==> config.mk <==
export PLATFORM = sky130hd
export DESIGN_NAME = uart_tx
export DESIGN_NICKNAME = d
export VERILOG_FILES = /design/src/rtl/uart_tx.sv
export SDC_FILE = /design/constraint.sdc
export NUM_CORES = 1
export LEC_CHECK = 0
export ABC_AREA = 1
export BUFFER_PORTS_ARGS = -buffer_cell sky130_fd_sc_hd__buf_2
export CORE_UTILIZATION = 30
export DETAILED_ROUTE_END_ITERATION = 7
export PLACE_DENSITY = 0.55
export SYNTH_ARGS = -nofsm -noshare
export SYNTH_HDL_FRONTEND = slang
export SYNTH_SLANG_ARGS = --single-unit
export TNS_END_PERCENT = 100
==> constraint.sdc <==
create_clock -name clock -period 4.01 [get_ports clock]
set_input_delay 0.802 -clock clock [delete_from_list [all_inputs] [get_ports clock]]
set_output_delay 0.802 -clock clock [all_outputs]
set_load 0.01 [all_outputs]
==> src/rtl/uart_tx.sv <==
// UART serial transmitter: accepts a word over valid/ready and sends start, data (LSB first),
// optional parity and stop bits on sdata, with bit timing derived from the system clock.
module uart_tx #(
    parameter int BYTESIZES           = 8,
    parameter int BAUDRATE            = 115200,
    parameter int COUNTER_CLOCK_INPUT = 50_000_000,
    parameter int PARITY              = 0,
    parameter int STOPBITS            = 1
) (
    input  logic                 clock,
    input  logic                 nreset,
    input  logic [BYTESIZES-1:0] datain,
    input  logic                 valid,
    output logic                 ready,
    output logic                 sdata,
    output logic                 busy,
    output logic                 done
);
    localparam int CLKS_PER_BIT = COUNTER_CLOCK_INPUT / BAUDRATE;
    localparam int CNT_W        = (CLKS_PER_BIT < 2) ? 1 : $clog2(CLKS_PER_BIT);
    localparam int IDX_W        = (BYTESIZES < 2) ? 1 : $clog2(BYTESIZES);
    localparam logic [CNT_W-1:0] CNT_LAST  = CNT_W'(CLKS_PER_BIT - 1);
    localparam logic [CNT_W-1:0] CNT_PRE   = CNT_W'(CLKS_PER_BIT - 2);
    localparam logic [IDX_W-1:0] DATA_LAST = IDX_W'(BYTESIZES - 1);
    localparam logic [IDX_W-1:0] STOP_LAST = IDX_W'(STOPBITS - 1);

    if (CLKS_PER_BIT < 2 || PARITY < 0 || PARITY > 2 ||
        (STOPBITS != 1 && STOPBITS != 2) || BYTESIZES < 1) begin : g_param_check
        $error("uart_tx: illegal parameter combination");
    end

    typedef enum logic [2:0] {
        S_IDLE   = 3'd0,
        S_START  = 3'd1,
        S_DATA   = 3'd2,
        S_PARITY = 3'd3,
        S_STOP   = 3'd4
    } state_t;

    state_t               state_q, state_d;
    logic [CNT_W-1:0]     cnt_q, cnt_d;
    logic [IDX_W-1:0]     idx_q, idx_d;
    logic [BYTESIZES-1:0] shreg_q, shreg_d;
    logic                 par_q, par_d;
    logic                 sdata_q, sdata_d;
    logic                 ready_q, ready_d;
    logic                 busy_q, busy_d;
    logic                 done_q, done_d;
    logic                 accept_s, bit_end_s, pre_last_s;
    logic [BYTESIZES-1:0] shreg_shift_s;

    function automatic logic parity_f(input logic [BYTESIZES-1:0] w);
        if (PARITY == 2) begin
            parity_f = ~(^w);
        end else begin
            parity_f = ^w;
        end
    endfunction

    assign accept_s      = valid && ready_q;
    assign bit_end_s     = (cnt_q == CNT_LAST);
    assign shreg_shift_s = shreg_q >> 1;
    // ready/done are registered, so they are raised one clock ahead of the final stop clock
    assign pre_last_s    = (state_q == S_STOP) && (idx_q == STOP_LAST) && (cnt_q == CNT_PRE);

    // Next-state, datapath and registered-output precomputation
    always_comb begin
        state_d = state_q;
        cnt_d   = cnt_q;
        idx_d   = idx_q;
        shreg_d = shreg_q;
        par_d   = par_q;
        sdata_d = sdata_q;
        case (state_q)
            S_IDLE: begin
                cnt_d   = '0;
                idx_d   = '0;
                sdata_d = 1'b1;
                if (accept_s) begin
                    state_d = S_START;
                    shreg_d = datain;
                    par_d   = parity_f(datain);
                    sdata_d = 1'b0;
                end else begin
                    state_d = S_IDLE;
                end
            end
            S_START: begin
                if (bit_end_s) begin
                    state_d = S_DATA;
                    cnt_d   = '0;
                    idx_d   = '0;
                    sdata_d = shreg_q[0];
                end else begin
                    cnt_d = cnt_q + CNT_W'(1);
                end
            end
            S_DATA: begin
                if (bit_end_s) begin
                    cnt_d = '0;
                    if (idx_q == DATA_LAST) begin
                        idx_d = '0;
                        if (PARITY != 0) begin
                            state_d = S_PARITY;
                            sdata_d = par_q;
                        end else begin
                            state_d = S_STOP;
                            sdata_d = 1'b1;
                        end
                    end else begin
                        idx_d   = idx_q + IDX_W'(1);
                        shreg_d = shreg_shift_s;
                        sdata_d = shreg_shift_s[0];
                    end
                end else begin
                    cnt_d = cnt_q + CNT_W'(1);
                end
            end
            S_PARITY: begin
                if (bit_end_s) begin
                    state_d = S_STOP;
                    cnt_d   = '0;
                    idx_d   = '0;
                    sdata_d = 1'b1;
                end else begin
                    cnt_d = cnt_q + CNT_W'(1);
                end
            end
            S_STOP: begin
                if (bit_end_s) begin
                    cnt_d = '0;
                    if (idx_q == STOP_LAST) begin
                        idx_d = '0;
                        // accept on the final stop clock chains straight into the next start bit
                        if (accept_s) begin
                            state_d = S_START;
                            shreg_d = datain;
                            par_d   = parity_f(datain);
                            sdata_d = 1'b0;
                        end else begin
                            state_d = S_IDLE;
                            sdata_d = 1'b1;
                        end
                    end else begin
                        idx_d = idx_q + IDX_W'(1);
                    end
                end else begin
                    cnt_d = cnt_q + CNT_W'(1);
                end
            end
            default: begin
                state_d = S_IDLE;
                cnt_d   = '0;
                idx_d   = '0;
                sdata_d = 1'b1;
            end
        endcase
        ready_d = (state_d == S_IDLE) || pre_last_s;
        busy_d  = (state_d != S_IDLE);
        done_d  = pre_last_s;
    end

    // State and output registers
    always_ff @(posedge clock or negedge nreset) begin
        if (!nreset) begin
            state_q <= S_IDLE;
            cnt_q   <= '0;
            idx_q   <= '0;
            shreg_q <= '0;
            par_q   <= 1'b0;
            sdata_q <= 1'b1;
            ready_q <= 1'b1;
            busy_q  <= 1'b0;
            done_q  <= 1'b0;
        end else begin
            state_q <= state_d;
            cnt_q   <= cnt_d;
            idx_q   <= idx_d;
            shreg_q <= shreg_d;
            par_q   <= par_d;
            sdata_q <= sdata_d;
            ready_q <= ready_d;
            busy_q  <= busy_d;
            done_q  <= done_d;
        end
    end

    assign ready = ready_q;
    assign sdata = sdata_q;
    assign busy  = busy_q;
    assign done  = done_q;
endmodule

======== Word level (Yosys, flattened, before mapping) ========
Cells that the tools add are included.
storage, ports and cells
  register bits ........................... 27
  input bits .............................. 11
  word-level logic and storage cells ...... 68
operators by class
  add/subtract/negate cells ............... 2
  eq/ne operators ......................... 14
  multiplexer cells ....................... 30
  reductions and logical operators ........ 14
operators by type and width
  cell                   count
  $mux W8                5
  $mux W3                11
  $pmux W8 S3            1
  $eq A9 B9 Y1 const B   2
  $mux W9                2
  $pmux W3 S5            1
  $ne A2 B2 Y1 const B   5
  $reduce_and A5 Y1      2
  $add A9 B1 Y9 const B  1
  $logic_not A3 Y1       3
  $pmux W3 S3            1
  $mux W1                8
  $eq A3 B2 Y1 const B   2
  $eq A3 B3 Y1 const B   2
  $reduce_bool A3 Y1     2
  $pmux W1 S5            1
  $ne A2 B1 Y1 const B   2
  $reduce_or A4 Y1       1
  $add A3 B1 Y3 const B  1
  $eq A3 B1 Y1 const B   1
  $logic_and A1 B1 Y1    3
  $reduce_and A3 Y1      1
  $reduce_or A2 Y1       1
  $logic_or A1 B1 Y1     1

======== Longest topological paths before layout ========
Gate-level depths: netlist of run 1.
  depth in word-level cells ............... 7
  mapped depth ............................ 12

======== Worst setup path after synthesis of run 1 ========
No wires, ideal clock.
  kind .................................... input to register
  from .................................... input valid
  to ...................................... register shreg_q[5]
  library setup time ...................... 0.123 ns
  arrival time ............................ 1.400 ns
  setup slack ............................. 2.487 ns
  cell stages on the path ................. 6
  path buffers ............................ 1
  path through ............................ nand2_1 -> o21ai_2 -> nand2_4 -> buf_6 -> nand2_1 -> o21ai_2
on the way
  word-level cells in the longest chain between the ends .. 5
ends and longest elaborated chain
  element                RTL line  text
  from (decl)            13        input logic valid,
  $logic_and A1 B1 Y1 *  60        assign accept_s = valid && ready_q;
  $mux W8 *              --
  $mux W8 (2 in series)  --
  $pmux W8 S3 *          --
  to (signal assigned)   179       shreg_q <= shreg_d;
  to (decl)              43        logic [BYTESIZES-1:0] shreg_q, shreg_d;
Mark *: on every way between the ends. The rest lies on a longest branch, timed or not. The select of a mux whose other input is x is not followed.
A chain may end at the register's enable or synchronous reset.

======== Worst setup path after layout of run 1 ========
  from .................................... register sdata_q, in the netlist sdata
  to ...................................... output sdata
RTL lines
  element                 RTL line  text
  from (decl)             45        logic sdata_q, sdata_d;
  from (signal assigned)  181       sdata_q <= sdata_d;
  to (decl)               15        output logic sdata,
No word-level cell between the ends.

==> results.md, run 1 <==
* Register-to-register setup slack at 2380 ps
* Synth Cell Area at 0.001553 sq mm
* Clock power frac at 20.5%
* Die Y at 73.95 um
* Synth warn at 0
* Crit path DAT at 930 ps
* Crit path launch: sdata$_DFFE_PN1P_
* RR Endpoint: shreg_q[4]$_DFFE_PN0P_
* Final Cycle Share at 43.28%
* Ant. Diodes at 0
* Worst vdd ir at 0.1902 mV
* Netlist cell types at 25
* CTS tree: done
* Top cell family by delay on the critical path: flip-flops
* Drt pass-1 iters at 4
* Setup Fix Bufs, Post-CTS at 0
* Root Buffer: clkbuf_8
* Worst setup path endpoint: sdata
* Largest net degree at the start of global routing at 28
* Worst Reg-to-Reg Cells at 9
* Mapped Avg Cell Area at 8.348 sq um
* Crit path capture type: output port
* 1st-iter DRT viols at 61
* Fraction of layout cells with a size suffix above 1 at 25.00%
* CP Buf/Inv Count at 1
* Final Slew Violations at 0
* Final Wtd Congestion at 0.8526
* CTS Buffer Depth at 2
* Initial core utilization at 32.03%
* Die Footprint at 0.005468 sq mm
* WL per Instance at 10.68 um
* Vias in the first global route at 1,076
* Initial antenna violation count at 0
* Dpl hpwl at 2125 um
* Max cap viols at 0
* Worst-margin pin slew at 596.6 ps
* Core Footprint at 0.004848 sq mm
* Row Count at 25
* Slowest cell delay on critical path at 540 ps
* Final instance area at 0.001707 sq mm
* Clk sink count at 27
* Die width at 73.95 um
* PD cells at 445.2 mW/mm^2
* Leak at 0.8564 nW
* Routed WL at 2851 um
* Number of gates resized after cts at 0
* Net Sw Frac at 34.46%
* Critical path class: reg2out
* Syn_nets at 203
* Post-synthesis cell count at 186
* TNS Setup at 0 ps
* First-pass GRT wire length at 4774 um
* Max Clock Freq at 576.2 MHz
* Clk_lat worst skew at 270 ps
* Drt via density at 4.427
* Synth Register Bits at 27
* Placed cell areas at 0.001662 sq mm
* Final min period at 1735 ps
* Post-Route Utilization at 35.20%
* Int Pwr at 0.0004980 W
* Status: completed
* I/O pin cnt at 15
* Clock-pin slew on the worst setup and hold paths at 90 ps
* Combinational power share at 28.4%
* Crit-path cells: buf_2
* DRC viols at 0
* DR vias at 1,182
* Crit path launch type: flop
* PortBufs at 14
* Register area share after synthesis at 43.67%
* Hold Path Class: reg2reg
* Slew HR at 60.23%
* Sequential power share at 51.1%
* Clock Skews at 5.237 ps
* Maximum net fanout on the critical path at 2
* GR Overflow Total at 0
* Hold_buf cts at 0
* Synth-to-Final Area Change at 9.912%
* Final WS setup at 2275 ps
* Setup Viol. Count Final at 0
* Total Routing Usage GR at 11.48%
* Final Hold Viols at 0
* Htree depth at 1
* Slowest cell on crit path: dfstp_2
* TritonCTS buffer count at 3
* Psw at 0.0002619 W
* Fillcell total at 514
* Nets at 218
* Critical path depth at 1
* Number of routed nets with antenna violations at 0
* RSZ-0062 raised after global routing: no
* Worst Path Required at 3210 ps
* Dpl ws at 2353 ps
* FF-to-FF Start: state_q[2]$_DFF_PN0_
-- how the worst min path moves through the flow --
| stage | startpoint | to | slack (ps) | cells after the start |
|---|---|---|---|---|
| 6_report | sdata$_DFFE_PN1P_ | sdata$_DFFE_PN1P_ | 470 | 2 |
| 5_1_grt | sdata$_DFFE_PN1P_ | sdata$_DFFE_PN1P_ | 490 | 2 |
| 4_1_cts | sdata$_DFFE_PN1P_ | sdata$_DFFE_PN1P_ | 470 | 2 |
| 3_5_place_dp | sdata$_DFFE_PN1P_ | sdata$_DFFE_PN1P_ | 460 | 2 |
| 3_3_place_gp | sdata$_DFFE_PN1P_ | sdata$_DFFE_PN1P_ | 450 | 2 |
| 2_1_floorplan | shreg_q[0]$_DFFE_PN0P_ | shreg_q[0]$_DFFE_PN0P_ | 440 | 2 |
-- area by class of cell --
cell class,count,area [sq um],area share (%)
Clock buffer,4,45.04,2.639
Inverter,24,90.09,5.279
Multi-Input combinational cell,131,739.5,43.33
Sequential cell,27,678.2,39.74
Tap cell,67,83.83,4.912
Timing Repair Buffer,14,70.07,4.106
-- through the flow --
| stage | power, W | cells | hold slack [ps] |
|---|---|---|---|
| after floorplan | 0.0005582 | 186 | 442.2 |
| after global placement | 0.0006094 | 263 | 452.7 |
| after detailed placement | 0.0006142 | 263 | 460.3 |
| after CTS | 0.0007727 | 267 | 474.1 |
| after global routing | 0.0008208 | 267 | 489.2 |
| final | 0.0007598 | 267 | 471.7 |
-- cells in the mapped netlist --
library cell	number	area share, %
o21ai_0	10	3.2
dfrtp_1	25	40
o21ai_2	8	4.5
nor2_1	16	3.9
nor3_1	4	1.3
dfstp_2	2	3.4
inv_2	2	0.48
xor2_1	2	1.1
nor2_2	1	0.40
nand2_4	2	1.5
and3_1	1	0.40
nor2_4	1	0.73
or2_2	6	2.4
o211ai_2	1	0.81
nand2_2	5	2.0
a31oi_1	1	0.40
nand4_1	3	1.2
inv_1	22	5.3
nor3_2	4	2.6
nor3b_2	1	0.81
nand3_1	10	3.2
ha_1	6	4.8
a21oi_1	6	1.9
nand2_1	43	10
buf_6	4	2.9
-- cell usage in the layout (no fill, tap or decap), drive strengths merged --
master  instances
o21ai          18
dfrtp          25
xor2            2
o211ai          1
clkbuf          4
and3            1
nand4           3
dfstp           2
inv            24
a21oi           6
nand3          10
nor2           18
nor3b           1
a31oi           1
buf            14
nand2          50
ha              6
or2             6
nor3            8
-- cell families (layout without fill, tap and decap cells) --
group	after synthesis	in the layout	synth area share, %
compound gates	26	26	10.88
xor+xnor	2	2	1.128
fa+ha+maj	6	6	4.835
buf+inv	28	42	8.703
flops	27	27	43.67
simple gates	97	97	30.78
-- registers in the layout, indices dropped and copies added, names as in the netlist --
name / cells
sdata: 1
busy: 1
done: 1
state_q: 3
cnt_q: 9
shreg_q: 8
ready: 1
idx_q: 3
-- power groups by stage --
stage	combinational [W]	clock, W	sequential, W
after detailed placement	0.000220	0	0.000394
after global routing	0.000250	0.000171	0.000400
after global placement	0.000215	0	0.000394
after CTS	0.000221	0.000163	0.000388
after floorplan	0.000168	0	0.000390
final	0.000215	0.000156	0.000389
-- per-layer routing --
| metal | GRT usage, % | vias up | routed length (um) |
|---|---|---|---|
| li1 | - | 619 | - |
| met3 | 2.846 | 5 | 91 |
| met4 | 4.487 | 0 | 36 |
| met5 | 0 | - | 0 |
| met2 | 17.68 | 17 | 1284 |
| met1 | 15.51 | 541 | 1438 |
No activity file was read; power rests on OpenSTA's default activity.
==> run 2: changes to the inputs <==
--- a/config.mk
+++ b/config.mk
@@ -5,7 +5,7 @@
 export SDC_FILE = /design/constraint.sdc
 export NUM_CORES = 1
 export LEC_CHECK = 0
-export ABC_AREA = 1
+export ABC_AREA = 0
 export BUFFER_PORTS_ARGS = -buffer_cell sky130_fd_sc_hd__buf_2
 export CORE_UTILIZATION = 30
 export DETAILED_ROUTE_END_ITERATION = 7
==> constraint.sdc (replaced) <==
create_clock -name clock -period 1.8 [get_ports clock]
set_input_delay 0.36 -clock clock [delete_from_list [all_inputs] [get_ports clock]]
set_output_delay 0.36 -clock clock [all_outputs]
set_load 0.01 [all_outputs]
==> run 2 against run 1 <==
  * The flow now finishes with violations (setup timing)
  * Cell count decreased by 10%
  * Setup slack got worse by 2300 ps
  * Clock power is 120% higher
  * Sequential cell count stayed put
  * Worst hold slack worse by 390 ps
  * Synthesized cell count down 27%
  * Critical endpoint is now shreg_q[3]$_DFFE_PN0P_
==> results.md, run 2 <==
* Final instance area at 0.001864 sq mm (+9.2%)
* Fraction of layout cells with a size suffix above 1 at 38.95% (+14 points)
* Maximum net fanout on the critical path at 8 (+6)
* CP Buf/Inv Count at 2 (+1)
* Root Buffer: clkbuf_8
* Nets at 190 (-13%)
* Clock Skews at 7.918 ps (+2.681 ps)
* Crit-path cells: inv_2, ha_4, and4bb_2, o211ai_4, a211oi_4, buf_6, mux2_4
* Placed cell areas at 0.001740 sq mm (+4.7%)
* Worst vdd ir at 0.2433 mV (+28%)
* Slowest cell on crit path: dfrtp_1
* Max Clock Freq at 547.0 MHz
* Most used DFF post-synth: dfrtp_1
* CTS Buffer Depth at 2 (unchanged)
* Final Cycle Share at 101.6%
* Final Slew Violations at 0 (unchanged)
* Crit path launch type: flop
* Leading area contributor after synthesis: dfrtp_1
* Number of routed nets with antenna violations at 0 (unchanged)
* Routed WL at 2930 um (+2.8%)
* Row Count at 25 (unchanged)
* GRT met2 Usage at 22.22% (+4.5 points)
* Async SR Flop Fraction at 100.0% (unchanged)
* Synth top area share at 42.55% (+2.3 points)
* Failing checks: setup timing
* Clk sink count at 27 (unchanged)
* 1st-iter DRT viols at 35 (-43%)
* DRC viols at 0 (unchanged)
* Crit path launch: cnt_q[1]$_DFF_PN0_
* Clk_lat worst skew at 270 ps (about the same)
* Most used routing layer: met2
* GR Util met3 at 1.667% (-1.2 points)
* Drt via density at 4.603 (+4.0%)
* First-pass GRT wire length at 5057 um (+5.9%)
* Synth Register Bits at 27 (unchanged)
* Final WS setup at -28.20 ps (-2303 ps)
* Slew HR at 60.09% (-0.14 points)
* Total Routing Usage GR at 12.61% (+1.1 points)
* Most common cell in the synthesized netlist: dfrtp_1
* Die Footprint at 0.005185 sq mm (-5.2%)
* Final Wtd Congestion at 0.8083 (-5.2%)
* FF-to-FF Start: cnt_q[1]$_DFF_PN0_
* Global routing met1 resource utilization at 15.03% (-0.48 points)
* Hold_buf cts at 0 (unchanged)
* Mapped Avg Cell Area at 10.89 sq um (+30%)
* Area of the multi-input gates at 780.7 sq um (+5.6%)
* Largest cells by area after synthesis: dfrtp_1, mux2_2, ha_1
* Critical path depth at 7 (+6)
* Register area share after synthesis at 46.13% (+2.5 points)
* Critical path class: reg2reg
* Vias in the first global route at 1,157 (+7.5%)
* Max reg flops at 9 (unchanged)
* Hold Path Class: in2async
* Die width at 72.01 um (-2.6%)
* Status: complete, but fails checks
* WL per Instance at 12.26 um (+15%)
* Crit path DAT at 2000 ps (+1070 ps)
* Netlist cell types at 38 (+52%)
* Core Footprint at 0.004723 sq mm (-2.6%)
* Most frequent cells in the layout: dfrtp_1, buf_4, nor2_1
* Synth-to-Final Area Change at 26.81%
* GR Overflow Total at 0 (unchanged)
* Fillcell total at 469 (-8.8%)
* Post-synth top cells: dfrtp_1, nor2_1, mux2_2
* RR Endpoint: shreg_q[3]$_DFFE_PN0P_
* Synth Cell Area at 0.001470 sq mm (-5.3%)
* DR vias at 1,100 (-6.9%)
* Post-synthesis cell count at 135 (-27%)
* Top reg by flops: cnt_q
* PD cells at 544.0 mW/mm^2 (+22%)
* Final min period at 1828 ps
* Syn_nets at 152 (-25%)
* Largest net degree at the start of global routing at 28 (unchanged)
* Register-to-register setup slack at -30 ps (-2410 ps)
* Synth warn at 0 (unchanged)
* Htree depth at 1 (unchanged)
* Initial core utilization at 31.13% (-0.90 points)
* Most common cell after layout, fill and taps aside: dfrtp_1
* Dpl ws at -78.54 ps (-2431 ps)
* RSZ-0062 raised after global routing: yes
* Ant. Diodes at 0 (unchanged)
* Top cell family by delay on the critical path: flip-flops
* PortBufs at 14 (unchanged)
* Crit path capture type: flop
* Number of flops mapped to enable cells by yosys at 0 (unchanged)
* Clock-pin slew on the worst setup and hold paths at 100 ps (about the same)
* Worst-margin pin slew at 598.6 ps (+2.053 ps)
* Biggest regs: cnt_q x9, shreg_q x8
* Worst Path Required at 1970 ps (-1240 ps)
* Worst Reg-to-Reg Cells at 7 (-2)
* Leak at 0.8416 nW (-1.7%)
* Dpl hpwl at 2205 um (+3.8%)
* Setup Viol. Count Final at 7 (+7)
* Die Y at 72.01 um (-2.6%)
* Initial antenna violation count at 0 (unchanged)
* Drt pass-1 iters at 4 (unchanged)
* Max cap viols at 0 (unchanged)
* CTS tree: done
* TritonCTS buffer count at 3 (unchanged)
* Slowest cell delay on critical path at 400 ps (-140 ps)
* Register area at 678.2 sq um (unchanged)
* Final Hold Viols at 0 (unchanged)
* I/O pin cnt at 15 (unchanged)
run 2: cell count changes in the layout (fill, tap and decap cells not counted), moves of 6 or more:
cell	delta
nand2_1	-37
buf_4	+22
inv_1	-15
o21ai_2	-8
mux2_4	+7
mux2_2	+6
o21ai_0	-6
xnor2_1	+6
run 2: metal layers:
layer	part of all wire (%)	routed length, um
met1	46	1339
met2	50	1465
met3	1.6	48
met4	2.6	76
met5	0	0
run 2: worst max-delay path by stage:
| stage | endpoint | slack (ps) |
|---|---|---|
| 5_1_grt | shreg_q[0]$_DFFE_PN0P_ | -120 |
| 6_report | shreg_q[3]$_DFFE_PN0P_ | -30 |
| 4_1_cts | shreg_q[4]$_DFFE_PN0P_ | -30 |
| 3_5_place_dp | shreg_q[4]$_DFFE_PN0P_ | -80 |
| 3_3_place_gp | shreg_q[0]$_DFFE_PN0P_ | -20 |
| 2_1_floorplan | shreg_q[0]$_DFFE_PN0P_ | -40 |
run 2: layout make-up:
type	count	area share, %
clock buffer	4	2.416
tap	67	4.497
timing repair buffer	37	13.22
inverter	8	1.611
sequential	27	36.38
multi-input combinational	96	41.88
run 2: metrics by stage:
stage	instances	total power [W]	hold slack [ps]	setup TNS (ps)	utilization, %
floorplan	135	0.0006472	64.41	-269.7	-
global placement	231	0.0006717	401.5	-157.1	36.85
detailed placement	231	0.0006743	413.1	-522.8	36.85
CTS	238	0.001026	110.6	-176.7	38.36
global route	239	0.001057	133.7	-1081	39.47
finish	239	0.001014	79.84	-182.5	39.47
run 2: logic make-up after synthesis:
family	Yosys count	synth area share (%)
xor gates and xnor gates	10	5.957
and+or+nand+nor	45	16.09
buffers and inverters	12	3.830
muxes	16	12.00
DFF	27	46.13
adders and majority gates	6	5.106
AOI/OAI and AO/OA	19	10.89
run 2: timing repair:
item,in CTS,in global routing
setup buffers,3,1
setup endpoints to repair,8,9
resized for setup,2,13
pin swaps,0,1
run 2: report_power, final:
part | switching [W] | internal (W) | total [W]
Combinational | 0.0000205 | 0.0000252 | 0.0000456
Sequential | 0.00000475 | 0.000615 | 0.000620
Clock | 0.000190 | 0.000159 | 0.000348
Total | 0.000215 | 0.000799 | 0.00101
